`src/rtl/byte_uart_tx.sv`:
```
// byte_uart_tx: FIFO-buffered 8-bit UART transmitter, 8N1 by default.
// Build option: define BYTE_UART_TX_PARITY_EN to insert an even-parity bit (8E1).
// Ports:
//   clk        - clock; all state updates on its rising edge
//   resetn     - asynchronous active-low reset
//   in_byte    - write data
//   in_byte_en - one-cycle write strobe
//   tx         - serial line, idle high, driven straight from a flop
//   busy       - frame in flight or bytes still queued
//   fifo_level - bytes currently held in the FIFO
//   overflow   - sticky, set when a strobe hits a full FIFO with no pop
module byte_uart_tx #(
    parameter int CLKS_PER_BIT = 868,
    parameter int FIFO_DEPTH   = 16
) (
    input  logic                        clk,
    input  logic                        resetn,
    input  logic [7:0]                  in_byte,
    input  logic                        in_byte_en,
    output logic                        tx,
    output logic                        busy,
    output logic [$clog2(FIFO_DEPTH):0] fifo_level,
    output logic                        overflow
);
    localparam int AW = $clog2(FIFO_DEPTH);
    localparam int LW = AW + 1;
    localparam logic [15:0] BIT_RELOAD = 16'(CLKS_PER_BIT - 1);

    typedef enum logic [2:0] {
        IDLE,
        START,
        DATA,
`ifdef BYTE_UART_TX_PARITY_EN
        PARITY,
`endif
        STOP
    } state_t;

    state_t        state_q;
    logic [15:0]   cnt_q;
    logic [2:0]    idx_q;
    logic [7:0]    shift_q;
    logic          tx_q;
`ifdef BYTE_UART_TX_PARITY_EN
    logic          parity_q;
`endif
    logic [7:0]    mem_q [FIFO_DEPTH];
    logic [AW-1:0] wr_q, rd_q;
    logic [LW-1:0] level_q, level_d;
    logic          ovf_q;
    logic          bit_end, full, pop, push;

    always_comb begin
        bit_end = cnt_q == 16'd0;
        full    = level_q == LW'(FIFO_DEPTH);
        // A pop happens when idle, or exactly at the last cycle of STOP so frames abut.
        pop     = level_q != '0 && (state_q == IDLE || (state_q == STOP && bit_end));
        // A full FIFO still takes a write when the same edge frees a slot.
        push    = in_byte_en && (!full || pop);
        level_d = (push && !pop) ? level_q + LW'(1) :
                  (pop && !push) ? level_q - LW'(1) : level_q;
    end

    always_ff @(posedge clk) begin
        if (push) mem_q[wr_q] <= in_byte;
    end

    always_ff @(posedge clk or negedge resetn) begin
        if (!resetn) begin
            wr_q    <= '0;
            rd_q    <= '0;
            level_q <= '0;
            ovf_q   <= 1'b0;
        end else begin
            wr_q    <= push ? wr_q + AW'(1) : wr_q;
            rd_q    <= pop ? rd_q + AW'(1) : rd_q;
            level_q <= level_d;
            ovf_q   <= ovf_q | (in_byte_en && full && !pop);
        end
    end

    always_ff @(posedge clk or negedge resetn) begin
        if (!resetn) begin
            state_q  <= IDLE;
            cnt_q    <= '0;
            idx_q    <= '0;
            shift_q  <= '0;
            tx_q     <= 1'b1;
`ifdef BYTE_UART_TX_PARITY_EN
            parity_q <= 1'b0;
`endif
        end else begin
            // Bit timer free-runs down to zero; every bit boundary below reloads it.
            if (!bit_end) cnt_q <= cnt_q - 16'd1;
            if (pop) begin
                shift_q  <= mem_q[rd_q];
                state_q  <= START;
                cnt_q    <= BIT_RELOAD;
                tx_q     <= 1'b0;
`ifdef BYTE_UART_TX_PARITY_EN
                parity_q <= ^mem_q[rd_q];
`endif
            end else if (bit_end) begin
                case (state_q)
                    START: begin
                        state_q <= DATA;
                        cnt_q   <= BIT_RELOAD;
                        idx_q   <= '0;
                        tx_q    <= shift_q[0];
                    end
                    DATA: begin
                        cnt_q <= BIT_RELOAD;
                        if (idx_q == 3'd7) begin
`ifdef BYTE_UART_TX_PARITY_EN
                            state_q <= PARITY;
                            tx_q    <= parity_q;
`else
                            state_q <= STOP;
                            tx_q    <= 1'b1;
`endif
                        end else begin
                            // shift_q[0] is the bit on the line; shift_q[1] is next.
                            idx_q   <= idx_q + 3'd1;
                            shift_q <= shift_q >> 1;
                            tx_q    <= shift_q[1];
                        end
                    end
`ifdef BYTE_UART_TX_PARITY_EN
                    PARITY: begin
                        state_q <= STOP;
                        cnt_q   <= BIT_RELOAD;
                        tx_q    <= 1'b1;
                    end
`endif
                    STOP: state_q <= IDLE;
                    default: tx_q <= 1'b1;
                endcase
            end
        end
    end

    assign tx         = tx_q;
    assign busy       = state_q != IDLE || level_q != '0;
    assign fifo_level = level_q;
    assign overflow   = ovf_q;
endmodule
```
`config.mk`:
```
export PLATFORM = sky130hd
export DESIGN_NAME = byte_uart_tx
export DESIGN_NICKNAME = d
export VERILOG_FILES = /design/src/rtl/byte_uart_tx.sv
export SDC_FILE = /design/constraint.sdc
export NUM_CORES = 1
export LEC_CHECK = 0
export BUFFER_PORTS_ARGS = -buffer_cell sky130_fd_sc_hd__buf_2
export CAP_MARGIN = 20
export CORE_UTILIZATION = 41
export CTS_BUF_LIST = sky130_fd_sc_hd__clkbuf_8
export DETAILED_ROUTE_END_ITERATION = 10
export PLACE_DENSITY = 0.53
export REMOVE_ABC_BUFFERS = 1
export SETUP_SLACK_MARGIN = 0.4
export SYNTH_ARGS = -nofsm -noshare
export SYNTH_HDL_FRONTEND = slang
export SYNTH_SLANG_ARGS = --single-unit
```
`constraint.sdc`:
```
create_clock -name clk -period 5.04 [get_ports clk]
set_input_delay 1.008 -clock clk [delete_from_list [all_inputs] [get_ports clk]]
set_output_delay 1.008 -clock clk [all_outputs]
set_load 0.05 [all_outputs]
```
# [Yosys cells after proc, flatten, opt, wreduce, memory -nomap -nowiden]
# Memories as Yosys holds them, arrays and structs flattened.
# Cells that the tools add are included.
[totals] regBits=45 ramBits=128 in_bits=11 out_inout_bits=8 mem_count=1
[mem_list] name="mem_q" depth=16 width=8 read_ports=1 rd_clocked_by_memory_dff=0 write_ports=1 line="47" text="logic [7:0] mem_q [FIFO_DEPTH];"
[classes] add_sub_neg=6 n_eq_ne=9 muxes=22 bitwise=2 n_reduce_logical=27
[op_table] operator="2-to-1 mux 16 bit" count=4
[op_table] operator="2-to-1 mux 8 bit" count=4
[op_table] operator="zero test 16 bit" count=1
[op_table] operator="subtractor 16 x 1 -> 16 bit, second input constant" count=1
[op_table] operator="2-to-1 mux 3 bit" count=4
[op_table] operator="2-to-1 mux 5 bit" count=2
[op_table] operator="case mux 3 bit (3 select lines)" count=1
[op_table] operator="adder 4 x 1 -> 4 bit, second input constant" count=2
[op_table] operator="nonzero test 2 bit" count=4
[op_table] operator="logical AND 1 bit" count=7
[op_table] operator="equality test 3 x 2 -> 1 bit, second input constant" count=2
[op_table] operator="inequality test 2 bit, second input constant" count=3
[op_table] operator="case mux 3 bit (2 select lines)" count=1
[op_table] operator="AND reduction 3 bit" count=2
[op_table] operator="adder 5 x 1 -> 5 bit, second input constant" count=1
[op_table] operator="equality test 5 bit, second input constant" count=1
[op_table] operator="2-to-1 mux 1 bit" count=5
[op_table] operator="nonzero test 5 bit" count=1
[op_table] operator="subtractor 5 x 1 -> 5 bit, second input constant" count=1
[op_table] operator="AND reduction 4 bit" count=1
[op_table] operator="nonzero test 4 bit" count=1
[op_table] operator="adder 3 x 1 -> 3 bit, second input constant" count=1
[op_table] operator="equality test 3 x 1 -> 1 bit, second input constant" count=1
[op_table] operator="equality test 3 bit, second input constant" count=1
[op_table] operator="other kinds (10)" count=14

# [Logic depth before layout (Yosys ltp)]
[depth] word_depth=10 mapped_depth=14 depth_no_buf=14

# [Least setup slack after synthesis]
# OpenSTA, ideal clock, no wires.
[synth_path] path_kind="reg2reg" from="reg level_q[1] (netlist: fifo_level[1])" to="reg level_q[4] (netlist: fifo_level[4])" t_arrival_ps=3169 required_ps=4895 slack_ps=1726 stages_incl_launch_ff=14 n_path_buf=0 period_less_slack_ps=3314 cell_sequence="dfrtp_1 or4_4 or3b_1 a31o_4 nand2_4 inv_1 ha_1 inv_1 ha_1 a21o_1 a21oi_1 xnor2_1 nor2_1 xor2_1"
[synth_via] elab_chain_len=7 elab_cells_between_ends=15 cone_classes="2 x add/sub; 1 x eq/ne; 2 x mux; 10 x reduce/logical"
[synth_lines] item="start: declaration" line="49" text="logic [LW-1:0] level_q, level_d;"
[synth_lines] item="start signal: assignment" line="77" text="level_q <= level_d;"
[synth_lines] item="equality test 5 bit / nonzero test 5 bit (equally long branches)" line="55, 57"
[synth_lines] item="zero test 1 bit / logical AND 1 bit (equally long branches)" line="59, 57"
[synth_lines] item="logical OR 1 bit (*)" line="59" text="push = in_byte_en && (!full || pop);"
[synth_lines] item="logical AND 1 bit (*)" line="59"
[synth_lines] item="via push" line="51" text="logic bit_end, full, pop, push;"
[synth_lines] item="zero test 1 bit" line="61" text="(pop && !push) ? level_q - LW'(1) : level_q;"
[synth_lines] item="logical AND 1 bit" line="61"
[synth_lines] item="nonzero test 2 bit (no line)"
# The timed path passes the listed nets; every way through them passes the cells marked *. The select of a mux whose other input is x is not followed.
# A chain may end at the register's enable or synchronous reset.

# [Worst setup path after layout]
[layout_path] from="reg level_q[0] (netlist: fifo_level[0])" to="reg level_q[4] (netlist: fifo_level[4])"
# Same word-level chain as after synthesis.

==> flow_metrics.py <==
metrics = {
    "outcome": {
        "outcome": "complete, no violations",
    },
    "route": {
        "drt-initial-drc-count": 270,
        "detailedRoute.firstPassIterationCount": 4,
        "drt_wl_total_mm": 14.9,
        "vias": 3955,
        "detail_route.vias_per_cell": 5.46,
        "detail-route-antenna-nets": 0,
        "drcViolationCount": 0,
        "routedWlPerCell_um": 20.5,
    },
    "global_route": {
        "antenna_found_initial": 0,
        "grt_overflow": 0,
        "globalRouteMet2Util": 0.287,
        "grt_first_pass_wirelength_mm": 23.5,
        "grt_use_met1": 0.244,
        "global_route.usage.total": 0.178,
        "grt.met3_usage": 0.0403,
        "number_of_global_route_vias_before_repair": 4098,
        "gr-max-usage-layer": "met2",
        "grt_max_degree": 45,
    },
    "job": {
        "drv_cap": 0,
    },
    "floorplan": {
        "fp-row-count": 48,
        "initial_utilization": 0.424,
        "design.portCount": 19,
        "die-area_um2": 18600,
        "coreArea_um2": 17500,
        "die_height_um": 136,
        "fp.dieW_um": 136,
    },
    "yosys": {
        "syn-instance-count": 464,
        "synth-seq-area-share": 0.668,
        "synth_top_family_by_area": "multiplexers",
        "yosys.cell_types.count": 59,
        "synth-compound-area-share": 0.0515,
        "synth_simple_gate_area_share": 0.0843,
        "number_of_flops_mapped_to_enable_cells_by_yosys": 128,
        "synth-adder-area-share": 0.0331,
        "yosysWarnings": 0,
        "post_synth.cell_area_avg_um2": 16.0,
        "yosys.area_share.xor_xnor": 0.0225,
        "async_s_r_ff_share_synth": 0.256,
        "yosys-mux-area-fraction": 0.122,
        "yosys_most_used_dff": "edfxtp_1",
        "synth-seq-cells": 172,
        "synth.cell_area_um2": 7410,
    },
    "worst_setup_path": {
        "crit_path_start": "fifo_level[0]",
        "crit_arrival_ns": 3.55,
        "worst-setup-path-type": "reg2reg",
        "worst_ep_required_time_ns": 5.37,
        "r2r-start": "fifo_level[0]",
        "critPathMaxFanout": 7,
        "timing.critical_path.to_type": "register",
        "critPathLaunchType": "register",
    },
    "cts": {
        "cts_inserted_buffers": 17,
        "clock_latency_ns": 0.45,
        "postCtsSetupRepairBufs": 0,
        "htree_num_levels": 4,
        "postCtsResizedCells": 0,
        "post_cts_hold_buffer_count": 0,
        "numClockSinks": 172,
        "cts_root_buffer": "clkbuf_8",
        "cts_tree": "built",
        "clkSlewWorstSetupHoldPaths_ns": 0.09,
        "cts-root-to-sink-buffers": 2,
    },
    "timing": {
        "slew_hr": 0.439,
        "finalCriticalPeriod_ns": 3.22,
        "timing.final.hold_violations": 0,
        "grt_setup_unrepaired": "no",
        "timing.final.setup_violations": 0,
        "setup_total_negative_slack_ns": 0,
        "finalMaxSlewViolations": 0,
        "finClkSkew_ns": 0.0154,
        "clock.fmax_ghz": 0.311,
        "final_min_period_over_clock_period": 0.638,
        "worst_pin_slew_ns": 0.838,
    },
    "place": {
        "place_hpwl_mm": 9.55,
        "gp_routability_congestion": 0.779,
        "buffer_ports.inserted": 18,
    },
    "power_and_ir_drop": {
        "finalPower_mw": 3.09,
        "power.static_leakage_nw": 2.88,
        "vdd_ir_drop_max_v": 0.000371,
        "powerDensity_nw_per_um2": 382,
    },
    "final_layout": {
        "layout_commonest_cell": "edfxtp_1",
        "final_cell_mix": "edfxtp_1 (128), dfrtp_1 (42), nor2_1 (32), mux4_2 (32), nand2_1 (20)",
        "layout_cells_sized_above_1": 0.216,
        "diodes": 0,
        "layout_net_count": 518,
        "synthToLayoutAreaGrowth_pct": 9.17,
    },
    "min_path": {
        "min_path_type": "in2async",
    },
}
-- sequential cells by signal, indices dropped and copies added, names as in the netlist, 2 cells and up --
| signal | flops |
|---|---|
| state_q | 2 |
| shift_q | 8 |
| idx_q | 3 |
| rd_q | 4 |
| fifo_level | 5 |
| cnt_q | 16 |
| wr_q | 4 |
| mem_q | 128 |
-- cell usage after synthesis, drive strengths merged, types with 2 or more instances --
library cell,instances,area (um^2)
a22o,2,17.5
inv,11,41.3
dfrtp,43,1080
or3,2,12.5
or4,2,18.8
nand2,21,86.3
xor2,6,52.6
nor4,5,43.8
and2,2,12.5
mux2i,11,110
xnor2,13,114
nor2,34,138
nor3,14,75.1
a21oi,8,40.0
nand2b,3,18.8
a211oi,3,22.5
or2,2,12.5
ha,18,225
o21ai,15,75.1
nor2b,3,18.8
a22oi,16,120
a211o,3,26.3
a21o,2,15.0
edfxtp,128,3840
or3b,3,26.3
nand3,18,95.1
mux4,32,721
mux2,6,75.1
clkbuf,8,30.0
a31o,2,26.3
buf,13,66.3
and3,2,12.5
-- where the power goes --
| group | internal (mW) | total [mW] | leakage (nW) | switching [mW] |
|---|---|---|---|---|
| clock network | 0.338 | 0.842 | 0.171 | 0.504 |
| registers | 1.67 | 1.76 | 1.68 | 0.0847 |
| logic | 0.172 | 0.488 | 1.02 | 0.316 |
-- critical path: stages, from the launching register on --
cell and delay (ns):
dfrtp_1 0.46, or4_4 0.56, or3b_1 0.38, a31o_4 0.25, nand2_4 0.09, inv_1 0.04
ha_1 0.21, inv_1 0.14, ha_1 0.29, a21o_1 0.19, a21oi_1 0.16, xnor2_1 0.13
nor2_1 0.06, xor2_1 0.14
-- logic make-up (layout without fill, tap and decap cells) --
group                    Yosys count  in the layout
multiplexers                      49             49
buffers and inverters             32             68
adder cells (fa/ha/maj)           19             19
AO/OA/AOI/OAI                     56             56
XOR/XNOR                          19             19
flip-flops                       172            172
AND/OR/NAND/NOR                  117            117
-- metrics by stage --
stage | cells | util | worst slack [ns] | instance area, um^2 | hold WS [ns]
after floorplan | 443 | - | 1.73 | 7310 | 0.470
after global placement | 693 | 0.443 | 1.86 | 7740 | 0.477
after detailed placement | 693 | 0.443 | 1.82 | 7740 | 0.469
after CTS | 724 | 0.462 | 1.81 | 8070 | 0.493
after global routing | 725 | 0.463 | 1.65 | 8090 | 0.405
final | 725 | 0.463 | 1.82 | 8090 | 0.414
-- worst paths after layout --
path	to	slack, ns	depth (start not counted)
max	fifo_level[4]	1.82	13
min	cnt_q[8]	0.41	1
max reg2reg	fifo_level[4]	1.82	13
min reg2reg	overflow	0.48	1
max in group asynchronous	tx	4.09	2
min in group clk	overflow	0.48	1
-- cell type report --
type                       count  area (um^2)
timing repair buffer          26          163
inverter                      11         41.3
clock inverter                14         96.3
fill                        1559         9390
multi-input combinational    260         2320
tap                          225          282
sequential                   172         4950
clock buffer                  17          234
-- routing by layer --
layer  wire length (um)  up-vias
li1                   -     1837
met4                119        0
met3                552        9
met1               6910     2029
met5                  0        -
met2               7320       80
No activity file was read; power rests on OpenSTA's default activity.
